--- src/rtl/leer_rtc.sv ---
// leer_rtc: burst reader for six consecutive RTC time registers.
// Address/read strobes with idle gaps; outputs update atomically.
module leer_rtc #(
    parameter int          STROBE    = 8,
    parameter int          GAP       = 2,
    parameter logic [7:0]  BASE_ADDR = 8'h21
) (
    input  logic       clk,
    input  logic       reset,
    input  logic       start,
    input  logic [7:0] data_in,
    output logic [7:0] ad_out,
    output logic       ad_oe,
    output logic       ad_sel,
    output logic       cs_n,
    output logic       wr_n,
    output logic       rd_n,
    output logic       busy,
    output logic       done,
    output logic [7:0] seg,
    output logic [7:0] min,
    output logic [7:0] hora,
    output logic [7:0] dia,
    output logic [7:0] mes,
    output logic [7:0] anio
);

    typedef enum logic [2:0] {
        S_IDLE, S_ADDR, S_GAP1, S_READ, S_GAP2, S_DONE
    } state_t;

    localparam logic [7:0] STB_LAST = 8'(STROBE - 1);
    localparam logic [7:0] GAP_LAST = 8'(GAP - 1);

    state_t          state_q, state_d;
    logic [2:0]      idx_q, idx_d;
    logic [7:0]      cnt_q, cnt_d;
    logic [5:0][7:0] shadow_q, shadow_d;
    logic [5:0][7:0] time_q, time_d;
    logic            last_stb, last_gap;

    assign last_stb = (cnt_q == STB_LAST);
    assign last_gap = (cnt_q == GAP_LAST);

    // Next-state: phase sequencing, capture on last READ cycle,
    // all six outputs load together when entering DONE.
    always_comb begin
        state_d  = state_q;
        idx_d    = idx_q;
        cnt_d    = cnt_q;
        shadow_d = shadow_q;
        time_d   = time_q;
        unique case (state_q)
            S_IDLE: begin
                if (start) begin
                    state_d = S_ADDR;
                    idx_d   = 3'd0;
                    cnt_d   = 8'd0;
                end
            end
            S_ADDR: begin
                if (last_stb) begin
                    state_d = S_GAP1;
                    cnt_d   = 8'd0;
                end else begin
                    cnt_d = cnt_q + 8'd1;
                end
            end
            S_GAP1: begin
                if (last_gap) begin
                    state_d = S_READ;
                    cnt_d   = 8'd0;
                end else begin
                    cnt_d = cnt_q + 8'd1;
                end
            end
            S_READ: begin
                if (last_stb) begin
                    shadow_d[idx_q] = data_in;
                    state_d         = S_GAP2;
                    cnt_d           = 8'd0;
                end else begin
                    cnt_d = cnt_q + 8'd1;
                end
            end
            S_GAP2: begin
                if (last_gap) begin
                    cnt_d = 8'd0;
                    if (idx_q == 3'd5) begin
                        state_d = S_DONE;
                        time_d  = shadow_q;
                    end else begin
                        idx_d   = idx_q + 3'd1;
                        state_d = S_ADDR;
                    end
                end else begin
                    cnt_d = cnt_q + 8'd1;
                end
            end
            S_DONE: begin
                state_d = S_IDLE;
            end
            default: begin
                state_d = S_IDLE;
            end
        endcase
    end

    // State, counters, shadow and output registers.
    always_ff @(posedge clk or posedge reset) begin
        if (reset) begin
            state_q  <= S_IDLE;
            idx_q    <= 3'd0;
            cnt_q    <= 8'd0;
            shadow_q <= '0;
            time_q   <= '0;
        end else begin
            state_q  <= state_d;
            idx_q    <= idx_d;
            cnt_q    <= cnt_d;
            shadow_q <= shadow_d;
            time_q   <= time_d;
        end
    end

    // Bus and status decode; idle levels unless strobing.
    always_comb begin
        ad_out = 8'h00;
        ad_oe  = 1'b0;
        ad_sel = 1'b0;
        cs_n   = 1'b1;
        wr_n   = 1'b1;
        rd_n   = 1'b1;
        busy   = (state_q != S_IDLE);
        done   = (state_q == S_DONE);
        unique case (state_q)
            S_ADDR: begin
                cs_n   = 1'b0;
                wr_n   = 1'b0;
                ad_oe  = 1'b1;
                ad_out = BASE_ADDR + {5'd0, idx_q};
            end
            S_READ: begin
                cs_n   = 1'b0;
                rd_n   = 1'b0;
                ad_sel = 1'b1;
            end
            default: begin
                ad_out = 8'h00;
            end
        endcase
    end

    assign seg  = time_q[0];
    assign min  = time_q[1];
    assign hora = time_q[2];
    assign dia  = time_q[3];
    assign mes  = time_q[4];
    assign anio = time_q[5];

endmodule
--- config.mk ---
export PLATFORM = sky130hd
export DESIGN_NAME = leer_rtc
export DESIGN_NICKNAME = d
export VERILOG_FILES = /design/src/rtl/leer_rtc.sv
export SDC_FILE = /design/constraint.sdc
export NUM_CORES = 1
export LEC_CHECK = 0
export BUFFER_PORTS_ARGS = -buffer_cell sky130_fd_sc_hd__buf_2
export CORE_MARGIN = 2
export CORE_UTILIZATION = 40
export DETAILED_ROUTE_END_ITERATION = 10
export SLEW_MARGIN = 20
export SYNTH_ARGS = -nofsm -noshare
export SYNTH_HDL_FRONTEND = slang
export SYNTH_SLANG_ARGS = --single-unit
--- constraint.sdc ---
create_clock -name clk -period 10.05 [get_ports clk]
set_input_delay 1.5075 -clock clk [delete_from_list [all_inputs] [get_ports clk]]
set_output_delay 1.5075 -clock clk [all_outputs]
set_load 0.01 [all_outputs]
=== Yosys cells after proc, flatten, opt, wreduce, memory -nomap -nowiden ===
Cells that the tools add are included.
Widths: inputs -> output; s select.

* $add $sub $neg: 3
* $lt $le $gt $ge: 2
* Equality and inequality tests: 14
* Muxes and demuxes: 24
* Reductions and logical operators: 12

{| class="wikitable"
|+ Operators with widths
! operator !! count
|-
| $bwmux 48 || 1
|-
| $mux 8 || 4
|-
| $mux 3 || 9
|-
| $demux 8 s3 || 1
|-
| $pmux 8 s3 || 1
|-
| $pmux 3 s5 || 1
|-
| $ne 2x2->1 const B || 6
|-
| $eq 3x3->1 const B || 3
|-
| $add 8x1->8 const B || 1
|-
| $eq 8x1->1 const B || 1
|-
| $eq 8x3->1 const B || 1
|-
| $add 6x3->7 const A || 1
|-
| $mux 7 || 1
|-
| $eq 3x2->1 const B || 2
|-
| $pmux 3 s2 || 1
|-
| $reduce_bool 3->1 || 2
|-
| $mux 1 || 5
|-
| $reduce_and 5->1 || 1
|-
| $lt 3x4->1 const B || 1
|-
| $reduce_and 2->1 || 2
|-
| $reduce_and 4->1 || 1
|-
| $reduce_or 2->1 || 2
|-
| $add 3x1->3 const B || 1
|-
| $eq 3x1->1 const B || 1
|-
| 5 further kinds || 5
|}

* Flip-flop bits (word level): 110
* Bits of input ports: 11
* Output and inout port bits: 63
* Logic and storage cells: 70

=== Logic depth before layout (Yosys ltp) ===
Gate-level depths: netlist of run 1.

* Depth after elaboration: 5
* Gate-level depth with buffers: 9
* Gate-level depth less buffers: 7

=== Worst setup path before layout of run 1 ===
OpenSTA, ideal clock, no wires.

* Kind: register -> output
* Start: register state_q[0]
* End: output ad_out[5]
* Arrival time: 1.174 ns
* Data required time: 8.543 ns
* Path slack: 7.369 ns
* Cell stages (with the launch flop): 6
* Buffers on the path: 2
* Path through: dfrtp_1 > buf_2 > and2b_1 > nand2b_1 > inv_1 > buf_4

* Longest elaborated chain between the ends: 2

{| class="wikitable"
|+ Ends and longest elaborated chain
! element !! RTL line !! source
|-
| start, declared || 35 || <nowiki>state_t state_q, state_d;</nowiki>
|-
| start signal, assigned || 118 || <nowiki>state_q <= state_d;</nowiki>
|-
| $eq 3x1->1 || 136 || <nowiki>unique case (state_q)</nowiki>
|-
| $mux 7 || 136 ||
|-
| end, declared || 12 || <nowiki>output logic [7:0] ad_out,</nowiki>
|}

No other way between the ends.

=== Final worst setup path of run 1 ===
* Start: register state_q[2]
* End: output ad_sel

* Longest elaborated chain between the ends: 2

{| class="wikitable"
|+ Ends and longest elaborated chain
! element !! RTL line !! source
|-
| $eq 3x2->1 || 136 ||
|-
| $mux 1 || 136 ||
|-
| end, declared || 14 || <nowiki>output logic ad_sel,</nowiki>
|}

No other way between the ends.

==> summary.txt, run 1 <==
Timing
  • Final Setup Violations: 0
  • Fmax: 288 MHz
  • Slew HR: 0.437
  • Min Hold Slack: 0.489 ns
  • Final hold violation count: 0
  • Fin Setup TNS: 0 ns
  • Measured slew at the worst slew-check pin: 0.845 ns
  • Final Cycle Share: 0.345
  • Min cycle time layout: 3.47 ns
  • RSZ-0062 raised after global routing: no
  • Slew Limit Fails: 0
  • Layout Skew: 0.00954 ns

Pwr
  • Leakage power: 2.89 nW
  • Power after layout: 1.11 mW
  • IR drop worst, VDD: 0.129 mV
  • Power Density: 199 nW/um^2

Yosys
  • Library cells used by synthesis: 48
  • Top cells by count, synth: 110 x dfrtp_1, 75 x mux2_2, 20 x mux2_4
  • Post-Syn Area: 4860 um^2
  • Post-synth EDFFs: 0
  • Main synth FF type: dfrtp_1
  • Sequential area share after synthesis: 0.567
  • Cell taking the most area after synthesis: dfrtp_1
  • Top cell type's share of synthesized area: 0.567
  • Cells after Synth: 357
  • Synth async-reset ratio: 1.00
  • FF+latch count, synth: 110
  • Most frequent cell after synthesis: dfrtp_1
  • Synth Warn #: 0
  • Mean Syn Cell Area: 13.6 um^2
  • Largest cells by area after synthesis: dfrtp_1 57%, mux2_2 17%, mux2_4 6.2%

GRT
  • First-pass GRT wire length: 15,700 um
  • Gr ovfl total: 0
  • Largest net degree at the start of global routing: 68
  • Vias in the first global route: 2,954
  • Initial antenna violation count: 0
  • GRT Total Usage: 0.156

Clock tree
  • CTS Buf Count: 9
  • Number of clock sinks: 110
  • # Post-CTS Setup Buffers: 0
  • CTS tree: built
  • Max Root-Sink Buffers: 2
  • Post-CTS resize count: 0
  • H-tree depth: 3
  • Worst-skew pair later-pin latency: 0.35 ns
  • Post-CTS Hold Fix Bufs: 0
  • Reg clk slew, reported paths: 0.07 ns
  • Clock root buffer master: clkbuf_16

Setup path
  • CP endpoint kind: output pin
  • Critical path class: reg2out
  • Critical Path RT: 8.54 ns
  • CP Launch Type: flop
  • Worst path max stage delay: 0.88 ns
  • Slowest-stage cell, CP: dfrtp_1
  • CP Data Arrival Time: 1.96 ns
  • CP top delay family: flip-flops
  • Crit-path max FO: 29
  • CP cell instances: and2b_1 > nand2_1 > inv_1 > buf_2
  • CP Buf/Inv Count: 2

Die
  • Die H: 114 um
  • Die ar.: 13,000 um^2
  • Die W: 114 um
  • Starting Density: 0.408
  • Cell row count: 40
  • Core area: 11,900 um^2
  • Io pins: 74

Final layout
  • ANT cells: 0
  • Share of cells above drive strength 1: 0.465
  • Nets: 434
  • Filler Cells Inserted: 1,123
  • Synth-to-Final Area Change: 14.6%

Detailed routing
  • Vias: 2,965
  • Vias/cell: 5.19
  • Violation count after the first detailed-route iteration: 147
  • Antenna Nets Post-Route: 0
  • Routed WL: 9510 um
  • Wire per inst: 16.6 um
  • DRC Markers: 0
  • DR pass1 iterations: 4

Min path
  • HP Class: reg2reg

Job
  • # Max-Cap Violations: 0

Placed design
  • Number of port buffers: 70
  • HPWL Detailed: 6390 um
  • GPL Wtd Cong: 0.787

Status
  • Outcome: finished clean
==> where the power goes <==
part	leakage [nW]	internal, mW	switching, mW
Sequential	1.47	0.487	0.0568
Combinational	1.28	0.0981	0.121
Clock	0.138	0.174	0.171
==> through the flow <==
stage / setup WS, ns / instance area (um^2) / utilization / std cells
3_5_place_dp: 6.99 / 5270 / 0.443 / 555
5_1_grt: 6.43 / 5570 / 0.467 / 571
3_3_place_gp: 7.03 / 5270 / 0.443 / 555
4_1_cts: 6.59 / 5570 / 0.467 / 571
6_report: 6.58 / 5570 / 0.467 / 571
2_1_floorplan: 5.64 / 4860 / - / 359
==> worst paths after layout <==
path	end	slack (ns)	cells past startpoint	from
hold / removal	shadow_q[30]	0.49	1	shadow_q[30]
setup / recovery	ad_sel	6.58	4	state_q[2]
setup reg to reg	shadow_q[28]	7.51	5	state_q[2]
max in group asynchronous	cnt_q[6]	7.60	3	reset
hold reg to reg	shadow_q[30]	0.49	1	shadow_q[30]
min in group asynchronous	min[4]	1.21	2	reset
==> worst reg2reg max path, delay by kind of cell, from the launching register on <==
family	cells	cell delay, ns
simple gates	4	1.34
flops	1	0.69
mux	1	0.40
==> layer usage <==
layer  part of all wire  GRT usage  wire, um  vias up
li1                   -          -         -     1393
met1               0.49      0.218      4630     1499
met2               0.45      0.235      4320       62
met3              0.038     0.0339       362       11
met4              0.021     0.0707       195        0
met5                  0          0         0        -
==> final cells by class <==
type,count,area [um^2],area share
clock inverter,7,67.6,0.0121
clock buffer,9,225,0.0405
multi-input combinational,218,1940,0.348
timing repair buffer,72,365,0.0656
inverter,8,32.5,0.00585
tap,147,184,0.0330
sequential,110,2750,0.495
==> cell families (layout without fill, tap and decap cells) <==
| kind of cell | count (synthesis) | count (layout) | synth area share |
|---|---|---|---|
| AO/OA/AOI/OAI | 40 | 40 | 0.0538 |
| flip-flops | 110 | 110 | 0.567 |
| other | 1 | 3 | 0.000772 |
| adder cells (fa/ha/maj) | 4 | 4 | 0.0103 |
| AND/OR/NAND/NOR | 69 | 69 | 0.0822 |
| XOR/XNOR | 1 | 1 | 0.00180 |
| multiplexers | 101 | 101 | 0.249 |
| buffers and inverters | 31 | 96 | 0.0358 |
==> cells in the final DEF (no fill, tap or decap), drive strengths merged, types with 2 or more instances in the layout <==
cell type,n
a211o,2
a211oi,4
a21oi,12
a31oi,3
and3,5
buf,72
clkbuf,9
clkinv,3
clkinvlp,2
conb,3
dfrtp,110
ha,4
inv,10
mux2,97
mux2i,4
nand2,16
nand2b,4
nand3,8
nor2,19
nor3,5
o211ai,2
o21ai,5
o22ai,4
or2,2
or3,2
==> state kept, by name, indices dropped and copies added, names as in the netlist, 8 cells and up <==
signal	count
anio	8
cnt_q	8
dia	8
hora	8
mes	8
min	8
seg	8
shadow_q	48
No activity file was read; power rests on OpenSTA's default activity.
==> run 2: changes to the inputs <==
==> constraint.sdc (replaced) <==
create_clock -name clk -period 3.25 [get_ports clk]
set_input_delay 0.4875 -clock clk [delete_from_list [all_inputs] [get_ports clk]]
set_output_delay 0.4875 -clock clk [all_outputs]
set_load 0.01 [all_outputs]
==> summary.txt, run 2 (same netlist as run 1, synthesis figures left out) <==
GRT
  • First-pass GRT wire length: 15,400 um (-2.2%)
  • Gr ovfl total: 0 (unchanged)
  • Initial antenna violation count: 0 (unchanged)
  • M2 GR Usage: 0.235 (unchanged)
  • Global Route met3 Usage: 0.0482 (+0.0143)
  • Largest net degree at the start of global routing: 76 (+12%)
  • M1 GR Usage: 0.213 (-0.00568)
  • Busiest grt layer: met2
  • Vias in the first global route: 2,892 (-2.1%)
  • GRT Total Usage: 0.153 (-0.00298)

Detailed routing
  • DR pass1 iterations: 4 (unchanged)
  • DRC Markers: 0 (unchanged)
  • Vias/cell: 5.23 (+0.68%)
  • Vias: 2,980 (+0.51%)
  • Routed WL: 9480 um (-0.26%)
  • Wire per inst: 16.6 um (about the same)
  • Violation count after the first detailed-route iteration: 199 (+35%)
  • Antenna Nets Post-Route: 0 (unchanged)

Die
  • Cell row count: 40 (unchanged)
  • Die H: 114 um (unchanged)
  • Io pins: 74 (unchanged)
  • Die ar.: 13,000 um^2 (unchanged)
  • Die W: 114 um (unchanged)
  • Core area: 11,900 um^2 (unchanged)
  • Starting Density: 0.408 (unchanged)

Job
  • # Max-Cap Violations: 0 (unchanged)

Placed design
  • Number of port buffers: 70 (unchanged)
  • GPL Wtd Cong: 0.850 (+8.1%)
  • HPWL Detailed: 6490 um (+1.5%)

Clock tree
  • CTS tree: built
  • Number of clock sinks: 110 (unchanged)
  • H-tree depth: 3 (unchanged)
  • Clock root buffer master: clkbuf_16
  • CTS Buf Count: 9 (unchanged)
  • Worst-skew pair later-pin latency: 0.35 ns (about the same)
  • Post-CTS resize count: 0 (unchanged)
  • # Post-CTS Setup Buffers: 0 (unchanged)
  • Post-CTS Hold Fix Bufs: 0 (unchanged)
  • Max Root-Sink Buffers: 2 (unchanged)
  • Reg clk slew, reported paths: 0.08 ns (about the same)

Final layout
  • Synth-to-Final Area Change: 14.5%
  • Most common cell after layout, fill and taps aside: dfrtp_1
  • Largest Register: shadow_q
  • ANT cells: 0 (unchanged)
  • Share of cells above drive strength 1: 0.461 (-0.00363)
  • Nets: 434 (unchanged)
  • Number of flip-flops in the largest register: 48 (unchanged)
  • Core Util, Final: 0.467 (-0.000525)
  • Commonest non-fill, non-tap cells in the layout: 110 x dfrtp_1, 75 x mux2_2, 70 x buf_2
  • Filler Cells Inserted: 1,084 (-3.5%)

Timing
  • Measured slew at the worst slew-check pin: 0.861 ns (+0.0158 ns)
  • Slew Limit Fails: 0 (unchanged)
  • Min cycle time layout: 2.47 ns
  • Final hold violation count: 0 (unchanged)
  • Layout Skew: 0.00859 ns (-0.000957 ns)
  • Final Setup Violations: 0 (unchanged)
  • Fmax: 404 MHz
  • Fin Setup TNS: 0 ns (unchanged)
  • Final Cycle Share: 0.761
  • Slew HR: 0.426 (-0.0105)
  • RSZ-0062 raised after global routing: no

Setup path
  • Reg2reg path depth: 5 (unchanged)
  • R2r startpoint: state_q[2]
  • Critical path class: reg2out
  • Critical Path RT: 2.76 ns (-5.78 ns)
  • CP Data Arrival Time: 1.99 ns (+0.03 ns)
  • CP endpoint kind: output pin
  • FF-to-FF setup slack: 0.84 ns (-6.67 ns)
  • CP Launch Type: flop
  • RR Endpoint: shadow_q[31]
  • Crit-path max FO: 29 (unchanged)

Pwr
  • Cell internal pwr: 2.34 mW (+210%)
  • Sequential share of power: 0.493 (+0.002)
  • IR drop worst, VDD: 0.414 mV (+220%)
  • Leakage power: 2.87 nW (-0.38%)
  • Gate power share: 0.202 (+0.004)
  • Power Density: 613 nW/um^2 (+210%)
  • Switching component of the power: 1.07 mW (+210%)
  • Clock Power Share: 0.305 (-0.007)
  • Switching Fraction: 0.313 (-0.00152)

Min path
  • HP Class: in2async

Status
  • Outcome: finished clean
run 2: per-stage QoR:
stage                     total power, mW  hold slack (ns)  std cells  area, um^2  worst slack (ns)
after floorplan                      2.22            0.454        359        4870              1.25
after global placement               2.37            0.470        555        5290             0.965
after detailed placement             2.39            0.484        555        5290             0.885
after CTS                            3.43            0.303        570        5560             0.802
after global routing                 3.59            0.344        570        5560             0.632
final                                3.40            0.280        570        5560             0.776
run 2: layer usage:
layer	wire [um]	up-vias	part of all wire
li1	-	1379	-
met1	4410	1518	0.47
met2	4490	77	0.47
met3	498	6	0.053
met4	78	0	0.0082
met5	0	-	0
run 2: worst max-delay path by stage:
| stage | start | to | depth (start not counted) | slack (ns) |
|---|---|---|---|---|
| global route | state_q[2] | ad_out[2] | 4 | 0.63 |
| floorplan | cnt_q[0] | shadow_q[24] | 7 | 1.25 |
| detailed placement | state_q[2] | shadow_q[24] | 5 | 0.89 |
| global placement | state_q[2] | shadow_q[24] | 5 | 0.97 |
| CTS | state_q[2] | ad_sel | 4 | 0.80 |
| finish | state_q[2] | ad_sel | 4 | 0.78 |
run 2: critical path: stages, from the launching register on:
cell,delay [ns]
dfrtp_1,0.91
and2b_1,0.30
nand2_1,0.19
inv_1,0.08
buf_2,0.15
run 2: cell type report:
class / instances / area, um^2 / share of cell area
multi-input combinational: 218 / 1940 / 0.349
inverter: 8 / 33.8 / 0.00608
sequential: 110 / 2750 / 0.495
clock buffer: 10 / 229 / 0.0412
clock inverter: 5 / 43.8 / 0.00788
tap: 147 / 184 / 0.0331
timing repair buffer: 72 / 378 / 0.0680
run 2: power by group through the flow:
stage | clock network, mW | logic (mW) | registers (mW)
after floorplan | 0 | 0.611 | 1.61
after global placement | 0 | 0.678 | 1.70
after detailed placement | 0 | 0.691 | 1.70
after CTS | 1.06 | 0.693 | 1.68
after global routing | 1.12 | 0.763 | 1.71
final | 1.04 | 0.688 | 1.68
